==> config.mk <==
export PLATFORM = sky130hd
export DESIGN_NAME = imm_encoder
export DESIGN_NICKNAME = d
export VERILOG_FILES = /design/src/rtl/imm_pkg.sv /design/src/rtl/imm_fit_check.sv /design/src/rtl/imm_encoder.sv
export SDC_FILE = /design/constraint.sdc
export NUM_CORES = 1
export LEC_CHECK = 0
export BUFFER_PORTS_ARGS = -buffer_cell sky130_fd_sc_hd__buf_2
export CAP_MARGIN = 20
export CORE_MARGIN = 5
export CORE_UTILIZATION = 45
export DETAILED_ROUTE_END_ITERATION = 8
export GPL_TIMING_DRIVEN = 0
export HOLD_SLACK_MARGIN = 0.15
export PLACE_DENSITY = 0.82
export REMOVE_ABC_BUFFERS = 1
export SYNTH_ARGS = -nofsm -noshare
export SYNTH_HDL_FRONTEND = slang
export SYNTH_SLANG_ARGS = --single-unit
==> constraint.sdc <==
create_clock -name clk -period 3.8 [get_ports clk]
set_input_delay 0.76 -clock clk [delete_from_list [all_inputs] [get_ports clk]]
set_output_delay 0.76 -clock clk [all_outputs]
set_load 0.05 [all_outputs]
==> src/rtl/imm_pkg.sv <==
// rtl/imm_pkg.sv - shared constants, widths and FSM states for the immediate encoder
package imm_pkg;

  localparam int VALUE_W = 32;
  localparam int FIELD_W = 24;

  localparam logic [1:0] IMM_8U   = 2'b00;
  localparam logic [1:0] IMM_12U  = 2'b01;
  localparam logic [1:0] IMM_BR24 = 2'b10;
  localparam logic [1:0] IMM_AUTO = 2'b11;

  typedef enum logic [1:0] {
    IDLE = 2'd0,
    EVAL = 2'd1,
    DONE = 2'd2
  } state_t;

endpackage

==> src/rtl/imm_fit_check.sv <==
// rtl/imm_fit_check.sv - combinational fit test and field extraction for one candidate encoding
module imm_fit_check
  import imm_pkg::*;
(
  input  logic [1:0]         cand,
  input  logic [VALUE_W-1:0] value,
  output logic               fits,
  output logic [FIELD_W-1:0] field
);

  always_comb begin
    fits  = 1'b0;
    field = '0;
    case (cand)
      IMM_8U: begin
        fits  = (value[31:8] == 24'd0);
        field = {16'd0, value[7:0]};
      end
      IMM_12U: begin
        fits  = (value[31:12] == 20'd0);
        field = {12'd0, value[11:0]};
      end
      IMM_BR24: begin
        // bits 31..25 must all equal the field sign bit (bit 25)
        fits  = (value[1:0] == 2'b00) &&
                ((value[31:25] == 7'h00) || (value[31:25] == 7'h7F));
        field = value[25:2];
      end
      default: begin
        fits  = 1'b0;
        field = '0;
      end
    endcase
  end

endmodule

==> src/rtl/imm_encoder.sv <==
// rtl/imm_encoder.sv - sequential immediate encoder; auto mode walks the encodings narrowest-first
module imm_encoder
  import imm_pkg::*;
#(
  parameter bit ALLOW_AUTO = 1'b1
) (
  input  logic               clk,
  input  logic               reset,
  input  logic               InValid,
  output logic               InReady,
  input  logic [VALUE_W-1:0] Value,
  input  logic [1:0]         ImmSrc,
  output logic               OutValid,
  input  logic               OutReady,
  output logic [FIELD_W-1:0] Field,
  output logic [1:0]         SrcOut,
  output logic               Fits
);

  state_t               state_q, state_d;
  logic [VALUE_W-1:0]   value_q, value_d;
  logic [1:0]           cand_q, cand_d;
  logic                 auto_q, auto_d;
  logic [FIELD_W-1:0]   field_q, field_d;
  logic [1:0]           src_q, src_d;
  logic                 fits_q, fits_d;

  logic                 cand_fits;
  logic [FIELD_W-1:0]   cand_field;

  imm_fit_check u_fit (
    .cand  (cand_q),
    .value (value_q),
    .fits  (cand_fits),
    .field (cand_field)
  );

  always_comb begin
    state_d = state_q;
    value_d = value_q;
    cand_d  = cand_q;
    auto_d  = auto_q;
    field_d = field_q;
    src_d   = src_q;
    fits_d  = fits_q;
    case (state_q)
      IDLE: begin
        if (InValid) begin
          value_d = Value;
          auto_d  = ALLOW_AUTO && (ImmSrc == IMM_AUTO);
          // with auto disabled, 11 stays the candidate and simply never fits
          cand_d  = (ALLOW_AUTO && (ImmSrc == IMM_AUTO)) ? IMM_8U : ImmSrc;
          state_d = EVAL;
        end
      end
      EVAL: begin
        if (cand_fits) begin
          field_d = cand_field;
          src_d   = cand_q;
          fits_d  = 1'b1;
          state_d = DONE;
        end else if (auto_q && (cand_q < IMM_BR24)) begin
          cand_d  = cand_q + 2'd1;
        end else begin
          field_d = '0;
          src_d   = cand_q;
          fits_d  = 1'b0;
          state_d = DONE;
        end
      end
      DONE: begin
        if (OutReady) state_d = IDLE;
      end
      default: state_d = IDLE;
    endcase
  end

  always_ff @(posedge clk) begin
    if (reset) begin
      state_q <= IDLE;
      value_q <= '0;
      cand_q  <= IMM_8U;
      auto_q  <= 1'b0;
      field_q <= '0;
      src_q   <= IMM_8U;
      fits_q  <= 1'b0;
    end else begin
      state_q <= state_d;
      value_q <= value_d;
      cand_q  <= cand_d;
      auto_q  <= auto_d;
      field_q <= field_d;
      src_q   <= src_d;
      fits_q  <= fits_d;
    end
  end

  assign InReady  = (state_q == IDLE);
  assign OutValid = (state_q == DONE);
  assign Field    = field_q;
  assign SrcOut   = src_q;
  assign Fits     = fits_q;

endmodule

==> load_flow_metrics.sql <==
INSERT INTO impl_metrics (metric_group, metric, value, unit) VALUES
('clock_network', 'postCtsSetupRepairBufs', '0', ''),
('clock_network', 'clock_tree_from_tritoncts', 'done', ''),
('setup_path', 'crit_fanout', '24', ''),
('finish', 'postLayoutCellArea', '3120', 'µm²'),
('synthesis', 'postSynth.topFlopCell', 'dfxtp_1', ''),
('synthesis', 'synth-xor-area-share', '0', ''),
('die', 'design.core.area', '5440', 'µm²'),
('clock_network', 'insertion_delay', '340', 'ps'),
('hold_path', 'min_from', 'auto_q$_SDFFE_PP0P_', ''),
('global_routing', 'global_route_total_overflow', '0', ''),
('detailed_routing', 'remaining_drc_errors', '0', ''),
('detailed_routing', 'drt_pass1_iterations', '4', ''),
('placement', 'portBuffers', '66', ''),
('setup_path', 'setup.worst_path.class', 'reg -> reg', ''),
('synthesis', 'synth_fa_ha_area_frac', '0.0202', ''),
('clock_network', 'cts.path.max_buffers', '2', ''),
('clock_network', 'cts.root.buffer_cell', 'clkbuf_8', ''),
('job', 'drv.max_cap_violation_count', '0', ''),
('placement', 'dp_hpwl', '3.85', 'mm'),
('global_routing', 'groute.usage.overall', '0.169', ''),
('power_and_ir_drop', 'power_dissipated_by_switching_net_loads', '0.361', 'mW'),
('timing', 'setup-tns-final', '0', 'ps'),
('timing', 'final_max_slew_violation_count', '0', ''),
('global_routing', 'number_of_global_route_vias_before_repair', '2123', ''),
('hold_path', 'whs_path_depth', '2', ''),
('finish', 'area.growth.synth_to_final', '25.9', '%'),
('clock_network', 'clock-sinks', '64', ''),
('synthesis', 'yosys_warnings', '0', ''),
('timing', 'period_needed', '2710', 'ps'),
('clock_network', 'clk_pin_slew_worst_paths', '70', 'ps'),
('timing', 'timing.final.crit_share', '0.713', ''),
('power_and_ir_drop', 'swShare', '0.238', ''),
('timing', 'worst_slew_margin_relative_to_its_limit', '0.320', ''),
('global_routing', 'antenna_found_initial', '0', ''),
('setup_path', 'timing.reg2reg.setup_slack', '1090', 'ps'),
('die', 'die_footprint', '7090', 'µm²'),
('die', 'starting_utilization_of_the_core_area', '0.455', ''),
('setup_path', 'reg2regPathDepth', '8', ''),
('setup_path', 'cp-start-kind', 'register', ''),
('power_and_ir_drop', 'power.share.sequential', '0.474', ''),
('hold_path', 'min_path_type', 'reg -> reg', ''),
('detailed_routing', 'first_iter_violations', '73', ''),
('finish', 'antenna_cells_inserted', '0', ''),
('synthesis', 'yosysSeqAreaShare', '0.517', ''),
('timing', 'fmax', '369', 'MHz'),
('power_and_ir_drop', 'vdd_ir_drop_max', '0.301', 'mV'),
('setup_path', 'worstReg2RegStart', 'cand_q[0]$_SDFFE_PP0P_', ''),
('placement', 'gpl.final_weighted_congestion', '0.861', ''),
('synthesis', 'synth-seq-cells', '64', ''),
('placement', 'detailedPlace.worstSlack', '982', 'ps'),
('power_and_ir_drop', 'power_per_cell_area', '487', 'nW/µm²'),
('status', 'run_status', 'finished, final reports clean', ''),
('setup_path', 'worst_ep_arrival', '2980', 'ps'),
('global_routing', 'grt_pass1_wl', '9.55', 'mm'),
('power_and_ir_drop', 'power.share.clock', '0.427', ''),
('synthesis', 'synth_top_family_by_area', 'simple AND/OR/NAND/NOR gates', ''),
('synthesis', 'synth_async_sr_flop_share', '0', ''),
('timing', 'rsz_0062_raised_after_global_routing', 'no', ''),
('timing', 'max_slew.worst_pin.slew', '1020', 'ps'),
('placement', 'post-place-cells', '404', ''),
('synthesis', 'post_synth_mux_area_share', '0.00808', ''),
('setup_path', 'critPathRequiredTime', '4080', 'ps'),
('timing', 'timing.final.ws_setup', '1090', 'ps'),
('synthesis', 'post_synth_and_or_nand_nor_area_fraction', '0.229', ''),
('hold_path', 'hold_end', 'auto_q$_SDFFE_PP0P_', ''),
('die', 'vertical_die_dimension', '84.2', 'µm'),
('detailed_routing', 'drt_wl_total', '5.67', 'mm'),
('power_and_ir_drop', 'intPower', '1.16', 'mW'),
('synthesis', 'synth.avg_cell_area', '8.84', 'µm²'),
('clock_network', 'cts_htree_levels', '3', ''),
('finish', 'post_route_cells_drive_above_1_share', '0.259', '');
-- power groups by stage --
stage               clock [mW]  sequential (mW)  combinational (mW)
global route             0.696            0.723               0.168
finish                   0.649            0.719               0.150
detailed placement           0            0.734               0.149
CTS                      0.661            0.719               0.149
global placement             0            0.733               0.135
floorplan                    0            0.731              0.0847
-- cell usage in the layout (no fill, tap or decap), types with 2 or more instances in the layout --
cell type	count
a21oi_1	37
a221o_1	12
a22o_1	12
and2_0	7
and2_1	6
buf_2	66
buf_8	2
bufinv_16	2
clkbuf_8	11
dfxtp_1	64
ha_1	4
inv_1	3
mux2i_1	2
nand2_1	70
nand2b_1	3
nand3b_1	2
nand4_1	2
nor2_1	11
nor2_2	2
nor2b_1	2
nor3_1	3
nor3b_1	2
nor4_1	5
o31ai_1	2
or3_1	2
-- Yosys cell counts (3+ instances only) --
master    count  share of area
a21oi_1      37          0.075
and2_0        7          0.018
a22o_1       12          0.042
dfxtp_1      64           0.52
nor4_1        5          0.013
a221o_1      12          0.049
and2_1        6          0.015
ha_1          4          0.020
buf_2         3         0.0061
inv_1         3         0.0045
nor2_1       11          0.017
clkbuf_1     12          0.018
nand2_1      70           0.11
nand2b_1      3         0.0076
nor3_1        3         0.0061
-- area by class of cell --
cell class              instances  area, µm²
fillers                       517       2320
flip-flops and latches         64       1280
well taps                      72       90.1
inverters                       4       15.0
repair buffers                 69        388
multi-input cells             196       1120
clock inverters                 3       65.1
clock buffers                  12        155
-- kinds of logic after synthesis --
| group | count (synthesis) |
|---|---|
| AND/OR/NAND/NOR | 121 |
| AO/OA/AOI/OAI | 69 |
| flip-flops | 64 |
| buffers and inverters | 20 |
| adder cells (fa/ha/maj) | 4 |
| multiplexers | 2 |
-- per-layer routing --
layer	up-vias	GRT usage	part of all wire
met4	0	0.0921	0.019
met2	57	0.290	0.49
met1	989	0.185	0.44
met3	12	0.0530	0.060
li1	1108	-	-
met5	-	0	0
-- critical path, stage by stage, from the launching register on --
cell	delay, ps
dfxtp_1	360
inv_1	140
ha_1	180
inv_2	40
or3_1	340
a21oi_1	280
o21ai_1	200
nor2_2	810
a221o_1	300
-- through the flow --
stage	hold WS, ps	total power, mW	util
2_1_floorplan	426	0.816	-
3_3_place_gp	446	0.868	0.520
3_5_place_dp	460	0.883	0.530
4_1_cts	470	1.53	0.571
5_1_grt	489	1.59	0.573
6_report	465	1.52	0.573
-- flip-flops by register name, summed over array words and instances (netlist names) --
register  flops
value_q      32
Field        24
auto_q        1
Fits          1
state_q       2
cand_q        2
SrcOut        2
-- how the worst max path moves through the flow --
| stage | startpoint | end | slack (ps) | cells past startpoint |
|---|---|---|---|---|
| 3_3_place_gp | reset | Field[7]$_SDFFE_PP0P_ | 430 | 4 |
| 5_1_grt | cand_q[0]$_SDFFE_PP0P_ | Field[10]$_SDFFE_PP0P_ | 860 | 8 |
| 3_5_place_dp | reset | Field[10]$_SDFFE_PP0P_ | 980 | 5 |
| 2_1_floorplan | state_q[1]$_SDFFE_PP0P_ | cand_q[0]$_SDFFE_PP0P_ | 1510 | 5 |
| 6_report | cand_q[0]$_SDFFE_PP0P_ | Field[10]$_SDFFE_PP0P_ | 1090 | 8 |
| 4_1_cts | cand_q[0]$_SDFFE_PP0P_ | Field[10]$_SDFFE_PP0P_ | 1060 | 8 |
Note: power is estimated with default switching activity, not from simulation.
